File: src/rtl/nes_mem_pkg.sv
// Shared constants and types for the NES SPRAM scheduler.
// Covers default widths, byte-lane write masks, the open-bus byte and the pending-read record.
package nes_mem_pkg;

  localparam int unsigned RAM_AW_DEFAULT   = 16;
  localparam int unsigned NES_AW_DEFAULT   = 22;
  localparam logic [7:0]  OPEN_BUS_DEFAULT = 8'hFF;

  localparam logic [3:0] MASK_LO = 4'b0011;
  localparam logic [3:0] MASK_HI = 4'b1100;

  typedef struct packed {
    logic cpu;
    logic ppu;
    logic hi;
    logic in_range;
  } rd_pend_t;

endpackage

File: src/rtl/nes_byte_lane.sv
// Byte-lane steering for the 16-bit SPRAM.
// Produces the nibble write mask for the addressed byte and selects the read byte.
module nes_byte_lane
  import nes_mem_pkg::*;
(
  input  logic        wr_sel,
  input  logic        rd_sel,
  input  logic [15:0] rdata,
  output logic [3:0]  mask,
  output logic [7:0]  rbyte
);

  always_comb begin
    mask  = wr_sel ? MASK_HI : MASK_LO;
    rbyte = rd_sel ? rdata[15:8] : rdata[7:0];
  end

endmodule

File: src/rtl/nes_mem_sched.sv
// Single-port SPRAM scheduler: one NES slot per clock-enable period, loader bytes otherwise.
// NES reads are captured one cycle after the slot into held per-requester registers.
module nes_mem_sched
  import nes_mem_pkg::*;
#(
  parameter int unsigned RAM_AW   = RAM_AW_DEFAULT,
  parameter int unsigned NES_AW   = NES_AW_DEFAULT,
  parameter logic [7:0]  OPEN_BUS = OPEN_BUS_DEFAULT
) (
  input  logic              clock,
  input  logic              resetn,
  input  logic              run_nes,
  input  logic              loading,
  input  logic [NES_AW-1:0] nes_addr,
  input  logic              nes_rd_cpu,
  input  logic              nes_rd_ppu,
  input  logic              nes_wr,
  input  logic [7:0]        nes_wdata,
  output logic [7:0]        nes_q_cpu,
  output logic [7:0]        nes_q_ppu,
  input  logic              ldr_valid,
  output logic              ldr_ready,
  input  logic [RAM_AW:0]   ldr_addr,
  input  logic [7:0]        ldr_data,
  output logic [RAM_AW+1:0] ldr_count,
  output logic              oob_err,
  output logic [RAM_AW-1:0] ram_addr,
  output logic [15:0]       ram_wdata,
  output logic [3:0]        ram_maskwren,
  output logic              ram_wren,
  input  logic [15:0]       ram_rdata
);

  localparam logic [RAM_AW+1:0] CountOne = {{(RAM_AW+1){1'b0}}, 1'b1};

  logic     run_d;
  rd_pend_t rd_pend, rd_pend_next;
  logic     nes_req, in_range, ldr_xfer, lane_sel;
  logic [7:0] rd_byte, cap_byte;

  // Any set bit above the RAM's byte range means the access misses the SPRAM.
  assign in_range = (nes_addr[NES_AW-1:RAM_AW+1] == '0);

  nes_byte_lane u_byte_lane (
    .wr_sel (lane_sel),
    .rd_sel (rd_pend.hi),
    .rdata  (ram_rdata),
    .mask   (ram_maskwren),
    .rbyte  (rd_byte)
  );

  always_comb begin
    nes_req   = run_d & ~loading & (nes_rd_cpu | nes_rd_ppu | nes_wr);
    ldr_ready = resetn & ~nes_req;
    ldr_xfer  = ldr_valid & ldr_ready;

    if (nes_req) begin
      ram_addr  = nes_addr[RAM_AW:1];
      lane_sel  = nes_addr[0];
      ram_wdata = {nes_wdata, nes_wdata};
      ram_wren  = resetn & nes_wr & in_range;
    end else begin
      ram_addr  = ldr_addr[RAM_AW:1];
      lane_sel  = ldr_addr[0];
      ram_wdata = {ldr_data, ldr_data};
      ram_wren  = ldr_xfer;
    end

    rd_pend_next = '0;
    if (nes_req && !nes_wr) begin
      rd_pend_next = '{cpu: nes_rd_cpu, ppu: nes_rd_ppu, hi: nes_addr[0], in_range: in_range};
    end

    cap_byte = rd_pend.in_range ? rd_byte : OPEN_BUS;
  end

  always_ff @(posedge clock) begin
    if (!resetn) begin
      run_d     <= 1'b0;
      rd_pend   <= '0;
      nes_q_cpu <= 8'h00;
      nes_q_ppu <= 8'h00;
      ldr_count <= '0;
      oob_err   <= 1'b0;
    end else begin
      run_d   <= run_nes;
      rd_pend <= rd_pend_next;
      // Capture of the previous slot overlaps a back-to-back slot; rd_pend is a single stage.
      if (rd_pend.cpu) nes_q_cpu <= cap_byte;
      if (rd_pend.ppu) nes_q_ppu <= cap_byte;
      if (ldr_xfer && (ldr_count != '1)) ldr_count <= ldr_count + CountOne;
      if (nes_req && !in_range) oob_err <= 1'b1;
    end
  end

endmodule

File: config.mk
export PLATFORM = sky130hd
export DESIGN_NAME = nes_mem_sched
export DESIGN_NICKNAME = d
export VERILOG_FILES = /design/src/rtl/nes_mem_pkg.sv /design/src/rtl/nes_byte_lane.sv /design/src/rtl/nes_mem_sched.sv
export SDC_FILE = /design/constraint.sdc
export NUM_CORES = 1
export LEC_CHECK = 0
export BUFFER_PORTS_ARGS = -buffer_cell sky130_fd_sc_hd__buf_2
export CAP_MARGIN = 20
export CORE_UTILIZATION = 38
export CTS_BUF_LIST = sky130_fd_sc_hd__clkbuf_8 sky130_fd_sc_hd__clkbuf_16
export DETAILED_ROUTE_END_ITERATION = 6
export GPL_TIMING_DRIVEN = 1
export PLACE_DENSITY = 0.82
export RECOVER_POWER = 25
export SYNTH_ARGS = -nofsm -noshare
export SYNTH_HDL_FRONTEND = slang
export SYNTH_SLANG_ARGS = --single-unit
File: constraint.sdc
create_clock -name clock -period 1.8 [get_ports clock]
set_input_delay 0.36 -clock clock [delete_from_list [all_inputs] [get_ports clock]]
set_output_delay 0.36 -clock clock [all_outputs]
set_load 0.01 [all_outputs]
==> flow_summary_export.csv <==
group,metric,value,unit
cells_and_area,fillers,504,
critical_path,cp.buffers_inverters,2,
clock_tree,clk_latency,0.29,ns
place,hpwl,5.192,mm
global_route,globalRouteTotalUtil,18.83,%
sta,finalHoldViolCount,0,
place,place_ws,-0.05850,ns
synthesis,synthDistinctLibCells,40,
power_and_ir_drop,p_leak,1.685,nW
clock_tree,cts_root_buffer,"clkbuf_8",
cells_and_area,final_cell_count_no_fill,537,
detailed_routing,ant_nets,0,
synthesis,synth_edf_count,0,
critical_path,critPathMaxStageDelay,0.54,ns
synthesis,synth-xor-area-share,0,%
die,die_h,80.66,um
place,io_buffers,151,
critical_path,end_kind,"primary output",
synthesis,yosys-top-cells-count,"nand2_1, dfxtp_1, a211oi_1, mux2i_1, nor2_1",
clock_tree,cts.sinks,40,
global_route,grt_pass1_wl,9.563,mm
die,io_pins,152,
synthesis,synth_top_family_by_area,"simple AND/OR/NAND/NOR gates",
synthesis,yosysMostFrequentCell,"nand2_1",
job,maxCapViolations,0,
sta,finClkSkew,0.007699,ns
power_and_ir_drop,ir_drop,0.3453,mV
sta,rsz0062_at_grt,"yes",
cells_and_area,utilization,63.24,%
detailed_routing,routedWlPerCell,15.20,um
clock_tree,hold_buffers,0,
cells_and_area,final_nets,544,
cells_and_area,antennaDiodeCount,0,
clock_tree,cts_tree,"done",
detailed_routing,vias_per_cell,5.177,
power_and_ir_drop,power-per-cell-area,517.6,nW/um2
sta,layout_setup_ws,-0.05481,ns
critical_path,critPathTopFamily,"simple AND/OR/NAND/NOR gates",
detailed_routing,wirelength,8.165,mm
clock_tree,clockBufferDepth,2,
synthesis,yosysSeqAreaShare,34.06,%
cells_and_area,seq_area,802.0,um2
synthesis,async_flop_share,0,%
hold_path,min_path_type,"in2reg",
synthesis,synth-compound-area-share,14.32,%
detailed_routing,drtPass1Iterations,4,
die,start_util,39.47,%
die,fp.dieW,80.66,um
sta,fin_crit_sh,103.0,%
critical_path,required,1.44,ns
global_route,grt_max_degree,27,
critical_path,worst-path-max-fanout,2,
critical_path,cpMaxStageDelayCell,"or4_4",
synthesis,yosys.area.top_type_share,34.06,%
synthesis,synth.area.top_cells,"dfxtp_1, nand2_1, mux2i_1",
synthesis,syn-mean-instance-area,7.683,um2
synthesis,syn_inst,306,
synthesis,synth_ff_type,"dfxtp_1",
place,gp_congestion,0.7799,
sta,drv_slew,0,
detailed_routing,drcViolationCount,0,
sta,fin_crit,1.855,ns
detailed_routing,drtIter0Drc,92,
sta,tightestPinTransition,0.5813,ns
global_route,grt_pass1_vias,2105,
critical_path,worstSetupStartpointType,"primary input",
synthesis,ys_seq_elements,40,
synthesis,synthMuxAreaShare,9.792,%
detailed_routing,vias,2780,
clock_tree,path_clk_slew,0.07,ns
clock_tree,cts_buffers,5,
critical_path,worstPathArrival,1.49,ns
critical_path,critPathKind,"in2out",
sta,relSlewSlack,60.24,%
synthesis,yosys.area.top_type,"dfxtp_1",
critical_path,crit_chain,"buf_6, or4_4, nor2_4, nand4b_1, a21oi_1, buf_2",
sta,hold_slack,0.2822,ns
cells_and_area,multi_input_area,1613,um2
synthesis,yosysWarningCount,0,
place,dp_cells,528,
cells_and_area,drive_gt1_share,48.92,%
synthesis,synth_simple_gate_area_share,32.84,%
sta,setup_violations,24,
outcome,status,"finished, violations left",
die,die-area,6505,um2
global_route,antenna_found_initial,0,
cells_and_area,syn_to_final_growth,60.19,%
outcome,violations,"setup timing",
die,placementRows,28,
synthesis,synth_adder_area_share,0.5322,%
synthesis,syn_nets,386,
clock_tree,cts.htree.levels,2,
sta,fmax,0.5391,GHz
die,coreArea,5956,um2
global_route,grt-ovfl-total,0,
synthesis,syn-cell-area,2351,um2
==> area by class of cell <==
class,count,area share [%]
Clock buffer,5,1.827
Inverter,8,0.7973
Multi-Input combinational cell,228,42.82
Sequential cell,40,21.30
Tap cell,75,2.492
Timing Repair Buffer,181,30.76
==> power breakdown <==
part           total (mW)  leakage [nW]  switching (mW)  internal, mW
sequential          0.910         0.323          0.0123         0.898
clock               0.535        0.0359           0.285         0.250
combinational       0.504          1.33           0.251         0.253
total                1.95          1.69           0.548          1.40
==> metal layers <==
layer / up-vias / GRT usage, % / routed length [um]
met4: 0 / 4.643 / 186
li1: 1346 / - / -
met2: 110 / 31.86 / 4240
met5: - / 0 / 0
met3: 19 / 4.091 / 487
met1: 1305 / 24.04 / 3252
==> kinds of logic (layout without fill, tap and decap cells) <==
family,after synthesis,after routing
muxes,23,23
adders and majority gates,1,1
buffers and inverters,38,194
and+or+nand+nor,164,164
AOI/OAI and AO/OA,40,40
DFF,40,40
==> stage by stage <==
| stage | setup TNS, ns | total power [mW] | instance area (um2) |
|---|---|---|---|
| floorplan | 0 | 1.123 | 2401 |
| global placement | -0.06898 | 1.285 | 3277 |
| detailed placement | -0.8742 | 1.294 | 3277 |
| global route | -2.047 | 2.042 | 3766 |
| finish | -0.5509 | 1.949 | 3766 |
| CTS | -0.06043 | 1.836 | 3363 |
==> cell usage in the layout (no fill, tap or decap), types with 3 or more instances in the layout <==
master,synthesis,routed
nand2b_1,9,8
dfxtp_1,40,39
nand3_1,7,6
a2111oi_2,3,3
nand2_1,92,54
nor2_1,21,19
buf_6,0,26
nand2_4,0,22
buf_4,13,25
nor4_1,4,4
a211oi_1,23,23
inv_1,8,8
buf_2,6,109
mux2i_1,23,22
nand2_2,0,16
and2_1,15,15
clkbuf_1,8,18
clkbuf_8,0,5
==> worst paths after layout <==
path                             start                    endpoint  slack (ns)  cells past startpoint
max                       nes_addr[17]                    ram_wren       -0.05                      6
min                            run_nes            run_d$_SDFF_PN0_        0.28                      2
max reg2reg  ldr_count[6]$_SDFFE_PN0P_  ldr_count[11]$_SDFFE_PN0P_        0.08                      5
min reg2reg       oob_err$_SDFFE_PN0P_        oob_err$_SDFFE_PN0P_        0.47                      1
==> sequential cells by signal, summed over array words and instances (netlist names) <==
name,count
run_d,1
ldr_count,18
nes_q_cpu,8
nes_q_ppu,8
rd_pend,4
oob_err,1
==> repair_timing <==
action | CTS | global route
cloned | 0 | 2
setup buffers | 0 | 2
resized for setup | 5 | 90
pin swaps | 4 | 50
endpoints found under the setup margin | 37 | 40
Power figures use the tool's default switching activity.
